[config.mk]
export PLATFORM = sky130hd
export DESIGN_NAME = svreal_delay_line
export DESIGN_NICKNAME = d
export VERILOG_FILES = /design/src/rtl/svreal_delay_line.sv
export SDC_FILE = /design/constraint.sdc
export NUM_CORES = 1
export LEC_CHECK = 0
export BUFFER_PORTS_ARGS = -buffer_cell sky130_fd_sc_hd__clkbuf_2
export CAP_MARGIN = 5
export CORE_UTILIZATION = 23
export CTS_CLUSTER_DIAMETER = 80
export DETAILED_ROUTE_END_ITERATION = 7
export SLEW_MARGIN = 5
export SYNTH_ARGS = -nofsm -noshare
export SYNTH_HDL_FRONTEND = slang
export SYNTH_SLANG_ARGS = --single-unit
[constraint.sdc]
create_clock -name clk_i -period 5.2 [get_ports clk_i]
set_input_delay 1.04 -clock clk_i [delete_from_list [all_inputs] [get_ports clk_i]]
set_output_delay 1.04 -clock clk_i [all_outputs]
set_load 0.005 [all_outputs]
[src/rtl/svreal_delay_line.sv]
// Fixed-point transport delay: converts each sample between binary-point formats with
// saturation, then shifts it through DEPTH stages; a runtime tap picks the observed stage.
module svreal_delay_line #(
  parameter int  WIDTH_IN  = 16,
  parameter int  EXP_IN    = -8,
  parameter int  WIDTH_OUT = 17,
  parameter int  EXP_OUT   = -9,
  parameter int  DEPTH     = 4,
  parameter real INIT      = 0.0,
  parameter int  TAP_W     = (DEPTH > 1) ? $clog2(DEPTH) : 1
) (
  input  logic                        clk_i,
  input  logic                        rst_n_i,
  input  logic                        cke_i,
  input  logic                        flush_i,
  input  logic signed [WIDTH_IN-1:0]  d_i,
  input  logic                        vld_i,
  input  logic        [TAP_W-1:0]     tap_i,
  output logic signed [WIDTH_OUT-1:0] q_o,
  output logic                        vld_o,
  output logic                        sat_o
);

  localparam int S      = EXP_IN - EXP_OUT;
  localparam int SH_L   = (S > 0) ? S : 0;
  localparam int SH_R   = (S < 0) ? -S : 0;
  // One guard bit above the wider of the shifted input and the output keeps the clip compare exact.
  localparam int FULL_W = ((WIDTH_IN + SH_L > WIDTH_OUT) ? WIDTH_IN + SH_L : WIDTH_OUT) + 1;

  localparam logic signed [FULL_W-1:0] SAT_HI =
    {{(FULL_W - WIDTH_OUT + 1){1'b0}}, {(WIDTH_OUT - 1){1'b1}}};
  localparam logic signed [FULL_W-1:0] SAT_LO =
    {{(FULL_W - WIDTH_OUT + 1){1'b1}}, {(WIDTH_OUT - 1){1'b0}}};

  function automatic logic signed [WIDTH_OUT-1:0] init_raw_f();
    real x;
    real lim_hi;
    real lim_lo;
    integer r;
    x = INIT;
    for (int i = 0; i < -EXP_OUT; i++) x = x * 2.0;
    for (int i = 0; i < EXP_OUT; i++) x = x / 2.0;
    lim_hi = 1.0;
    for (int i = 0; i < WIDTH_OUT - 1; i++) lim_hi = lim_hi * 2.0;
    lim_lo = -lim_hi;
    lim_hi = lim_hi - 1.0;
    if (x > lim_hi) x = lim_hi;
    if (x < lim_lo) x = lim_lo;
    r = (x >= 0.0) ? $rtoi(x + 0.5) : -$rtoi(-x + 0.5);
    return WIDTH_OUT'(r);
  endfunction

  localparam logic signed [WIDTH_OUT-1:0] INIT_RAW = init_raw_f();

  function automatic logic signed [FULL_W-1:0] align_f(input logic signed [WIDTH_IN-1:0] x);
    logic signed [FULL_W-1:0] ext;
    ext = {{(FULL_W - WIDTH_IN){x[WIDTH_IN-1]}}, x};
    return (ext <<< SH_L) >>> SH_R;
  endfunction

  // Returns {ovf, clipped value}.
  function automatic logic [WIDTH_OUT:0] sat_f(input logic signed [FULL_W-1:0] v);
    if (v > SAT_HI)      return {1'b1, SAT_HI[WIDTH_OUT-1:0]};
    else if (v < SAT_LO) return {1'b1, SAT_LO[WIDTH_OUT-1:0]};
    else                 return {1'b0, v[WIDTH_OUT-1:0]};
  endfunction

  localparam logic [TAP_W-1:0] LAST_TAP = TAP_W'(DEPTH - 1);

  logic [WIDTH_OUT:0]          conv_res;
  logic signed [WIDTH_OUT-1:0] stage_p [DEPTH];
  logic                        vld_p   [DEPTH];
  logic                        sat_q;
  logic [TAP_W-1:0]            tap_sel;

  assign conv_res = sat_f(align_f(d_i));

  // Stage 0 captures the converted sample; stages 1..DEPTH-1 shift on enabled edges.
  always_ff @(posedge clk_i) begin
    if (!rst_n_i || flush_i) begin
      for (int k = 0; k < DEPTH; k++) begin
        stage_p[k] <= INIT_RAW;
        vld_p[k]   <= 1'b0;
      end
      sat_q <= 1'b0;
    end else if (cke_i) begin
      stage_p[0] <= conv_res[WIDTH_OUT-1:0];
      vld_p[0]   <= vld_i;
      for (int k = 1; k < DEPTH; k++) begin
        stage_p[k] <= stage_p[k-1];
        vld_p[k]   <= vld_p[k-1];
      end
      sat_q <= sat_q | (vld_i & conv_res[WIDTH_OUT]);
    end
  end

  // Combinational tap mux, out-of-range taps clamp to the last stage.
  assign tap_sel = (tap_i > LAST_TAP) ? LAST_TAP : tap_i;

  always_comb begin
    q_o   = stage_p[0];
    vld_o = vld_p[0];
    for (int k = 1; k < DEPTH; k++) begin
      if (tap_sel == TAP_W'(k)) begin
        q_o   = stage_p[k];
        vld_o = vld_p[k];
      end
    end
  end

  assign sat_o = sat_q;

endmodule

# == After elaboration in Yosys (flattened, before gate mapping) ==
# Memory sizes are Yosys's and may differ from the RTL's.
# Index checks and enable logic that the tools add are counted.
# word_totals
reg_bits,1
ram_bits,72
inputBits,23
memories,2
wordCells,43
out_inout_bits,19
# classes
n_lt_le_gt_ge,3
bitwise,10
eq_ne,3
n_reduce_logical,2
mux,22
# mem_list
memory,words,width,read_ports,rd_clocked_by_memory_dff,write_ports,line,source
stage_p,4,17,4,0,4,71,logic signed [WIDTH_OUT-1:0] stage_p [DEPTH];
vld_p,4,1,4,0,4,72,logic vld_p [DEPTH];
# op_table
op,count
$mux 17,7
$mux 18,2
$gt 17x17->1 const B,1
$lt 17x17->1 const B,1
$mux 1,12
$or 1x1->1,9
$eq 2x2->1 const B,2
$eq 2x1->1 const B,1
$gt 2x2->1 const B,1
$mux 2,1
$and 1x1->1,1
$logic_not 1->1,1
$logic_or 1x1->1,1

# == Depth between registers and ports, before layout ==
# Gate-level depths: netlist of run 1.
# depth
word_depth,6
depth_mapped,3
ltp_nobuf,1

# == Least setup slack after synthesis of run 1 ==
# No wires, ideal clock.
# synth_timing
path_kind,input-to-reg
start,in rst_n_i
end,"mem stage_p[0][10], enable pin"
path_buffers,1
required_time_ns,4.771
setup_slack_ns,2.007
setup_time_ns,0.429
cell_stages,2
arrival_time_ns,2.764
path_cell_list,clkbuf_1 or3b_1
# synth_rtl
element,line,source
start: declaration,13,"input logic rst_n_i,"
end: declaration,71,

# == Final worst setup path of run 1 ==
# layout_timing
start,in tap_i[0]
end,out q_o[14]
# layout_via
elab_chain_len,6
word_cells_on_any_way,8
cone_classes,order compare: 1; eq/ne: 3; mux: 4
# layout_lines
element,line,source
start: declaration,18,"input logic [TAP_W-1:0] tap_i,"
$gt 2x2->1,98,assign tap_sel = (tap_i > LAST_TAP) ? LAST_TAP : tap_i;
$mux 2 *,98,
$eq 2x1->1,104,if (tap_sel == TAP_W'(k)) begin
$mux 17 (2 in a row),104,
$mux 17 *,104,
end: declaration,19,"output logic signed [WIDTH_OUT-1:0] q_o,"
# Every way passes the cells marked *; elsewhere a longest branch is shown, timed or not.

==> impl_metrics.toml, run 1 <==
[critical_path]
cp-end-kind = "output port"
critPathRequiredTime_ns = 4.16
cp.depth = 3
crit_family = "buffers and inverters"
rr_worst_depth = 1
slowest_delay_ns = 0.63
path_max_fanout = 17
path_buf_inv = 2
path_cells = "clkbuf_2 -> mux4_1 -> clkbuf_2"
cpMaxStageDelayCell = "mux4_1"
cp.arrival_ns = 2.31
worstSetupPathType = "input pin to output port"
cp_common_cell = "clkbuf_2"
setup.worst_path.start_class = "input pin"

[clocking]
cts_resized = 0
cts.path.max_buffers = 2
clockRootBuffer = "clkbuf_16"
clkTransAtPathRegs_ns = 0.05
cts_setup_buffers = 0
cts_max_level = 3
cts_tree = "yes"
hold_buffers = 0
clock_latency_ns = 0.33
numCtsBuffers = 9
cts.sinks = 68

[sta]
worst_slack_ns = 1.85
hold_viol = 0
fmax_ghz = 0.298
slew_headroom = 0.311
fin_tns_setup_ns = 0
fin_crit_sh = 0.645
slew_violations = 0
period_needed_ns = 3.35
final.setup_skew_ns = 0.00432
holdWs_ns = 0.620
setup_violations = 0
max_slew.worst_pin.slew_ns = 1.03
rsz0062_at_grt = "no"

[worst_hold_path]
hold_class = "register to register"
hold_depth = 1

[global_routing]
groute.usage.overall = 0.0957
gr-total-overflow = 0
antenna_found_initial = 0
grt_pass1_vias = 1789
grt_first_pass_wirelength_mm = 10.4
grt_max_degree = 70

[finish]
drive_above_1_share = 0.318
layout_common_cells = "68 x and4b_1, 68 x edfxtp_1, 39 x clkbuf_2"
layout.nets = 232
area_delta_synth_final_pct = 18.4
nFillCells = 1419
diodes = 0

[route]
wirelength_mm = 6.75
postRouteAntennaNets = 0
first_pass_iters = 4
first_iter_violations = 162
drc = 0
avgRoutedWirePerCell_um = 17.1
dr_total_vias = 1820
drt-vias-per-instance = 4.62

[floorplanning]
rows = 43
die_x_um = 121
start_util = 0.237
ios = 42
core_area_um2 = 13900
die_y_um = 121
die_area_um2 = 14800

[placement]
gp_congestion = 0.644
pre_cts_ws_ns = 1.77
io_buffers = 39
dp_hpwl_mm = 3.69

[yosys]
synth_area_leaders = "edfxtp_1 62%, and4b_1 21%, mux4_2 6.9%"
synth_area_per_cell_um2 = 18.0
netlist_area_um2 = 3280
yosys_register_bits = 68
syn_inst = 182
yosys.area.top_type = "edfxtp_1"
synth.top_cell.area_share = 0.622
synth_seq_area_share = 0.622
ys_types = 12
yosysWarnings = 0

[power]
ir_worst_vdd_mv = 0.147
p_leak_nw = 1.69
total_power_mw = 1.33
powerDensity_nw_per_um2 = 342

[run]
cap_viol_max_count = 0

[status]
status = "completed"
## worst paths after layout
check,from,to,slack [ns]
max,tap_i[0],q_o[14],1.85
min,vld_p[0][1],vld_p[0][2],0.62
max reg2reg,stage_p[0][8],stage_p[1][8],4.30
min reg2reg,vld_p[0][1],vld_p[0][2],0.62
## cells by family (layout without fill, tap and decap cells)
logic type             Yosys count  count (layout)  synth area share
buffers and inverters           27              58            0.0423
muxes                           17              17             0.125
DFF                             68              68             0.622
other                            1               2           0.00114
and+or+nand+nor                 69              69             0.210
## through the flow
stage	std cells	util	cell area [µm²]
finish	394	0.280	3890
global route	394	0.280	3890
CTS	394	0.280	3890
detailed placement	378	0.259	3590
global placement	378	0.259	3590
floorplan	183	-	3290
## cells in the mapped netlist
library cell	number
clkbuf_2	1
clkbuf_1	18
buf_4	2
edfxtp_1	68
conb_1	1
buf_2	4
and4b_1	68
buf_6	1
mux4_2	10
mux4_1	7
or3b_1	1
buf_12	1
## power breakdown
group          total [mW]  internal (mW)  switching, mW
Sequential          0.640          0.629         0.0115
Combinational      0.0874         0.0403         0.0471
Clock               0.602          0.368          0.234
Total                1.33           1.04          0.292
## state kept, by name (all words and copies together), names as in the netlist
| signal | count |
|---|---|
| stage_p | 64 |
| vld_p | 4 |
## layout make-up
cell class | count | area, µm² | area share
clock buffers | 9 | 225 | 0.0580
well taps | 180 | 225 | 0.0580
clock inverters | 7 | 67.6 | 0.0174
repair buffers | 42 | 218 | 0.0560
multi-input cells | 88 | 1110 | 0.285
flip-flops and latches | 68 | 2040 | 0.525
## layer usage
metal  wire length (µm)  global-route usage  up-vias
met2               2940               0.134       54
met5                  0                   0        -
met3                358              0.0216        9
met4                164              0.0579        0
li1                   -                   -      845
met1               3290               0.133      912
Note: power is estimated with default switching activity, not from simulation.
==> run 2: changes to the inputs <==
Clock period 5.2 ns to 3 ns, I/O delays scaled along.
==> run 2 against run 1 <==
Sequential power up 73%. Setup slack worse by 1.3 ns. Register-to-register slack worse by 2.2 ns. Combinational power up 77%. Clock-buffer cell count unchanged. Cell count up 0.25%. Flip-flop and latch count unchanged. Wire length down 1.6%. Final area down 0.45%. Clock power up 48%. Sequential share of layout area up 0.24 points.
==> impl_metrics.toml, run 2 (same netlist as run 1, synthesis figures left out) <==
[critical_path]
cp-end-kind = "output port"
cp_common_cell = "clkbuf_2"
cp.arrival_ns = 1.88
slowest_delay_ns = 0.50
critPathRequiredTime_ns = 2.40
worstSetupPathType = "input pin to output port"
path_max_fanout = 14
path_cells = "clkbuf_2 -> buf_4 -> mux4_2 -> clkbuf_2"
cpMaxStageDelayCell = "mux4_2"
setup.worst_path.start_class = "input pin"

[floorplanning]
die_y_um = 121
rows = 43
ios = 42
die_area_um2 = 14800
die_x_um = 121
start_util = 0.237
core_area_um2 = 13900

[route]
avgRoutedWirePerCell_um = 16.8
postRouteAntennaNets = 0
first_pass_iters = 4
drc = 0
drt-vias-per-instance = 4.62
first_iter_violations = 116
wirelength_mm = 6.64
dr_total_vias = 1824

[finish]
layout.nets = 236
fin_util = 0.279
drive_above_1_share = 0.326
reg.largest.list = "stage_p x64, vld_p x4"
top_register = "stage_p"
layout_common_cells = "68 x and4b_1, 68 x edfxtp_1, 39 x clkbuf_2"
area_delta_synth_final_pct = 17.8
diodes = 0
largest_reg_flops = 64

[global_routing]
grt_max_degree = 69
gr-total-overflow = 0
antenna_found_initial = 0
grt_pass1_vias = 1902
groute.usage.overall = 0.0995
grt_first_pass_wirelength_mm = 10.9

[worst_hold_path]
hold_class = "register to register"

[sta]
fin_tns_setup_ns = 0
fmax_ghz = 0.403
rsz0062_at_grt = "no"
hold_viol = 0
setup_violations = 0
slew_violations = 0
max_slew.worst_pin.slew_ns = 0.568
slew_headroom = 0.621
final.setup_skew_ns = 0.00390
period_needed_ns = 2.48
fin_crit_sh = 0.828

[clocking]
cts.path.max_buffers = 2
clkTransAtPathRegs_ns = 0.05
cts_max_level = 3
clockRootBuffer = "clkbuf_16"
cts_setup_buffers = 0
hold_buffers = 0
numCtsBuffers = 9
cts_resized = 0
cts.sinks = 68
clock_latency_ns = 0.32
cts_tree = "yes"

[power]
powerDensity_nw_per_um2 = 558
ir_worst_vdd_mv = 0.230
p_leak_nw = 1.70

[run]
cap_viol_max_count = 0

[placement]
gp_congestion = 0.653
dp_hpwl_mm = 3.95
io_buffers = 39

[status]
status = "completed"
==> run 2: changes by cell type in the layout (fill, tap and decap cells not counted), sizes merged <==
cell / before / now
buf: 3 / 7
bufinv: 1 / 0
clkinvlp: 2 / 0
==> run 2: cell type report <==
type | instances | area [µm²]
flip-flops and latches | 68 | 2040
clock buffers | 9 | 225
multi-input cells | 88 | 1110
fillers | 1404 | 10000
repair buffers | 46 | 248
well taps | 180 | 225
clock inverters | 4 | 20.0
==> run 2: worst paths after layout <==
kind	start	end	slack (ns)	cells past startpoint
worst max-delay path	tap_i[0]	q_o[6]	0.52	4
worst min-delay path	vld_p[0][1]	vld_p[0][2]	0.62	1
worst max register to register	stage_p[0][11]	stage_p[1][11]	2.09	1
worst min register to register	vld_p[0][1]	vld_p[0][2]	0.62	1
==> run 2: layer usage <==
layer | wire [µm] | GRT usage | vias up
li1 | - | - | 856
met1 | 3390 | 0.141 | 919
met2 | 2920 | 0.141 | 39
met3 | 192 | 0.0216 | 10
met4 | 137 | 0.0509 | 0
met5 | 0 | 0 | -
==> run 2: critical path, delay by kind of cell <==
kind                   cells  cell delay, ns
buffers and inverters      3            0.78
muxes                      1            0.50
==> run 2: where the power goes <==
part | total [mW] | internal, mW | switching [mW]
registers | 1.11 | 1.09 | 0.0206
clock network | 0.892 | 0.538 | 0.354
logic | 0.155 | 0.0728 | 0.0823
total | 2.16 | 1.70 | 0.457
==> run 2: metrics by stage <==
step	hold WS (ns)	power (mW)	worst slack, ns	area [µm²]	std cells
floorplan	0.592	1.22	0.247	3290	183
global placement	0.601	1.29	0.475	3620	382
detailed placement	0.613	1.29	0.463	3620	382
CTS	0.621	2.19	0.466	3870	395
global route	0.633	2.25	0.431	3870	395
finish	0.619	2.16	0.517	3870	395
==> run 3: changes to the inputs <==
Settings changed: ABC_AREA set to 1.
Clock period 3 ns to 2.2 ns, I/O delays scaled along.
==> run 3 against run 2 <==
Clock skew is 0.0029 ns higher. Wire length fell by 3.6%. Synthesized cell count is 87% higher. Core utilization rose by 0.063 points. Sequential power grew 35%. Critical path depth up 4. Flip-flop and latch count stayed put. Clock-buffer cell count increased by 1. Non-clock buffer count down 2. Area after synthesis fell by 0.50%.
==> impl_metrics.toml, run 3 <==
[critical_path]
cp.depth = 8
r2r_setup_slack_ns = 1.42
slowest_delay_ns = 0.22
path_max_fanout = 18
cp-end-kind = "output port"
crit_family = "buffers and inverters"
rr_worst_depth = 2
path_cells = "clkbuf_2 -> inv_2 -> nand2_4 -> inv_2 -> nand2_1 -> nand3_1 -> nand2_1 -> clkbuf_2"
cp.arrival_ns = 1.57
cpMaxStageDelayCell = "inv_2"
critPathRequiredTime_ns = 1.76
path_buf_inv = 4
setup.worst_path.start_class = "input pin"
worstSetupPathType = "input pin to output port"

[yosys]
synth_fa_ha_area_frac = 0
synth-edff-count = 68
synth.top_cell.area_share = 0.625
yosys_register_bits = 68
synth_area_leaders = "edfxtp_1 63%, inv_1 7.9%, nor2_1 7.8%"
synth_area_per_cell_um2 = 9.58
synth-xor-area-share = 0
netlist_area_um2 = 3270
yosysWarnings = 0
synth_mux_area_frac = 0
yosys.area.top_type = "edfxtp_1"
synth_seq_area_share = 0.625
yosys-top-cells-count = "69 x inv_1, 68 x edfxtp_1, 68 x nor2_1, 57 x nand2_1, 29 x nand3_1"
syn_inst = 341
synth-compound-area-share = 0.0272
async_flop_share = 0
synthFlopType = "edfxtp_1"
ys_types = 18
yosys.area_share.simple = 0.218
synth_top_family_by_area = "simple AND/OR/NAND/NOR gates"
yosysMostFrequentCell = "inv_1"

[power]
clkPwrFrac = 0.434
power.switching_mw = 0.671
pwr-share-seq = 0.485
ir_worst_vdd_mv = 0.373
total_power_mw = 3.10
internal_power_mw = 2.43
combPwrFrac = 0.081
p_leak_nw = 1.72
netSwitchingFraction = 0.217
powerDensity_nw_per_um2 = 798

[sta]
fmax_ghz = 0.498
slew_violations = 0
setup_violations = 0
worst_slack_ns = 0.191
rsz0062_at_grt = "no"
fin_tns_setup_ns = 0
hold_viol = 0
final.setup_skew_ns = 0.00685
holdWs_ns = 0.411
fin_crit_sh = 0.913
period_needed_ns = 2.01

[worst_hold_path]
hold_class = "input pin to register"
hold_depth = 3

[global_routing]
antenna_found_initial = 0
groute.usage.overall = 0.0962
grt_max_degree = 69
grt_first_pass_wirelength_mm = 10.7
gr-total-overflow = 0
grt_pass1_vias = 2278

[placement]
gp_congestion = 0.736
pre_cts_ws_ns = 0.183
dp_hpwl_mm = 4.19
io_buffers = 39
place_inst = 548
placed_area_um2 = 3610

[finish]
final_area_um2 = 3880
drive_above_1_share = 0.181
final_common_cell = "inv_1"
top_register = "stage_p"
reg.largest.list = "stage_p x64, vld_p x4"
layout_common_cells = "69 x inv_1, 68 x nor2_1, 68 x edfxtp_1"
nFillCells = 1470
area_delta_synth_final_pct = 18.7
layoutNonFillerInstCount = 562
fin_util = 0.279
layout.nets = 402
diodes = 0
largest_reg_flops = 64

[route]
dr_total_vias = 2203
avgRoutedWirePerCell_um = 11.4
drc = 0
drt-vias-per-instance = 3.92
first_pass_iters = 4
first_iter_violations = 116
wirelength_mm = 6.40
postRouteAntennaNets = 0

[clocking]
hold_buffers = 0
cts.path.max_buffers = 2
cts_max_level = 3
numCtsBuffers = 9
clockRootBuffer = "clkbuf_16"
cts_setup_buffers = 0
cts.sinks = 68
clock_latency_ns = 0.33
cts_resized = 0
cts_tree = "yes"
clkTransAtPathRegs_ns = 0.06

[run]
cap_viol_max_count = 0

[status]
status = "completed"

[floorplanning]
die_area_um2 = 14700
core_area_um2 = 13900
die_y_um = 121
ios = 42
rows = 43
die_x_um = 121
start_util = 0.235
## run 3: changes by cell type after synthesis, sizes merged, moves of 18 or more
cell,delta
and4b,-68
clkbuf,-18
inv,+73
nand2,+60
nand3,+35
nor2,+68
## run 3: power by group through the flow
stage / clock (mW) / sequential (mW) / combinational, mW
5_1_grt: 1.43 / 1.51 / 0.289
3_5_place_dp: 0 / 1.53 / 0.256
2_1_floorplan: 0 / 1.53 / 0.169
3_3_place_gp: 0 / 1.53 / 0.252
6_report: 1.34 / 1.50 / 0.250
4_1_cts: 1.38 / 1.50 / 0.257
## run 3: logic make-up after synthesis
kind of cell	count (synthesis)
AND/OR/NAND/NOR	164
AO/OA/AOI/OAI	17
flip-flops	68
buffers and inverters	91
other	1
## run 3: worst reg2reg max path, stage by stage (launching register included)
cell and delay, ns:
edfxtp_1 0.41, inv_1 0.07, nor2_1 0.04
## run 3: cell type report
class / count / area [µm²] / share of cell area
Multi-Input combinational cell: 183 / 807 / 0.208
Inverter: 73 / 274 / 0.0707
Sequential cell: 68 / 2040 / 0.527
Tap cell: 180 / 225 / 0.0581
Clock buffer: 10 / 229 / 0.0591
Timing Repair Buffer: 44 / 258 / 0.0665
Clock inverter: 4 / 42.5 / 0.0110
## run 3: metal layers
metal  vias up  global-route usage  wire length (µm)
met5         -                   0                 0
met4         0              0.0517               140
met3        13              0.0254               261
met2        41               0.159              3040
met1      1014               0.114              2960
li1       1135                   -                 -
## run 3: final timing paths
| check | from | endpoint |
|---|---|---|
| max | tap_i[1] | q_o[9] |
| max reg2reg | stage_p[0][11] | stage_p[1][11] |
| min reg2reg | stage_p[2][7] | stage_p[3][7] |
| min | d_i[8] | stage_p[0][9] |
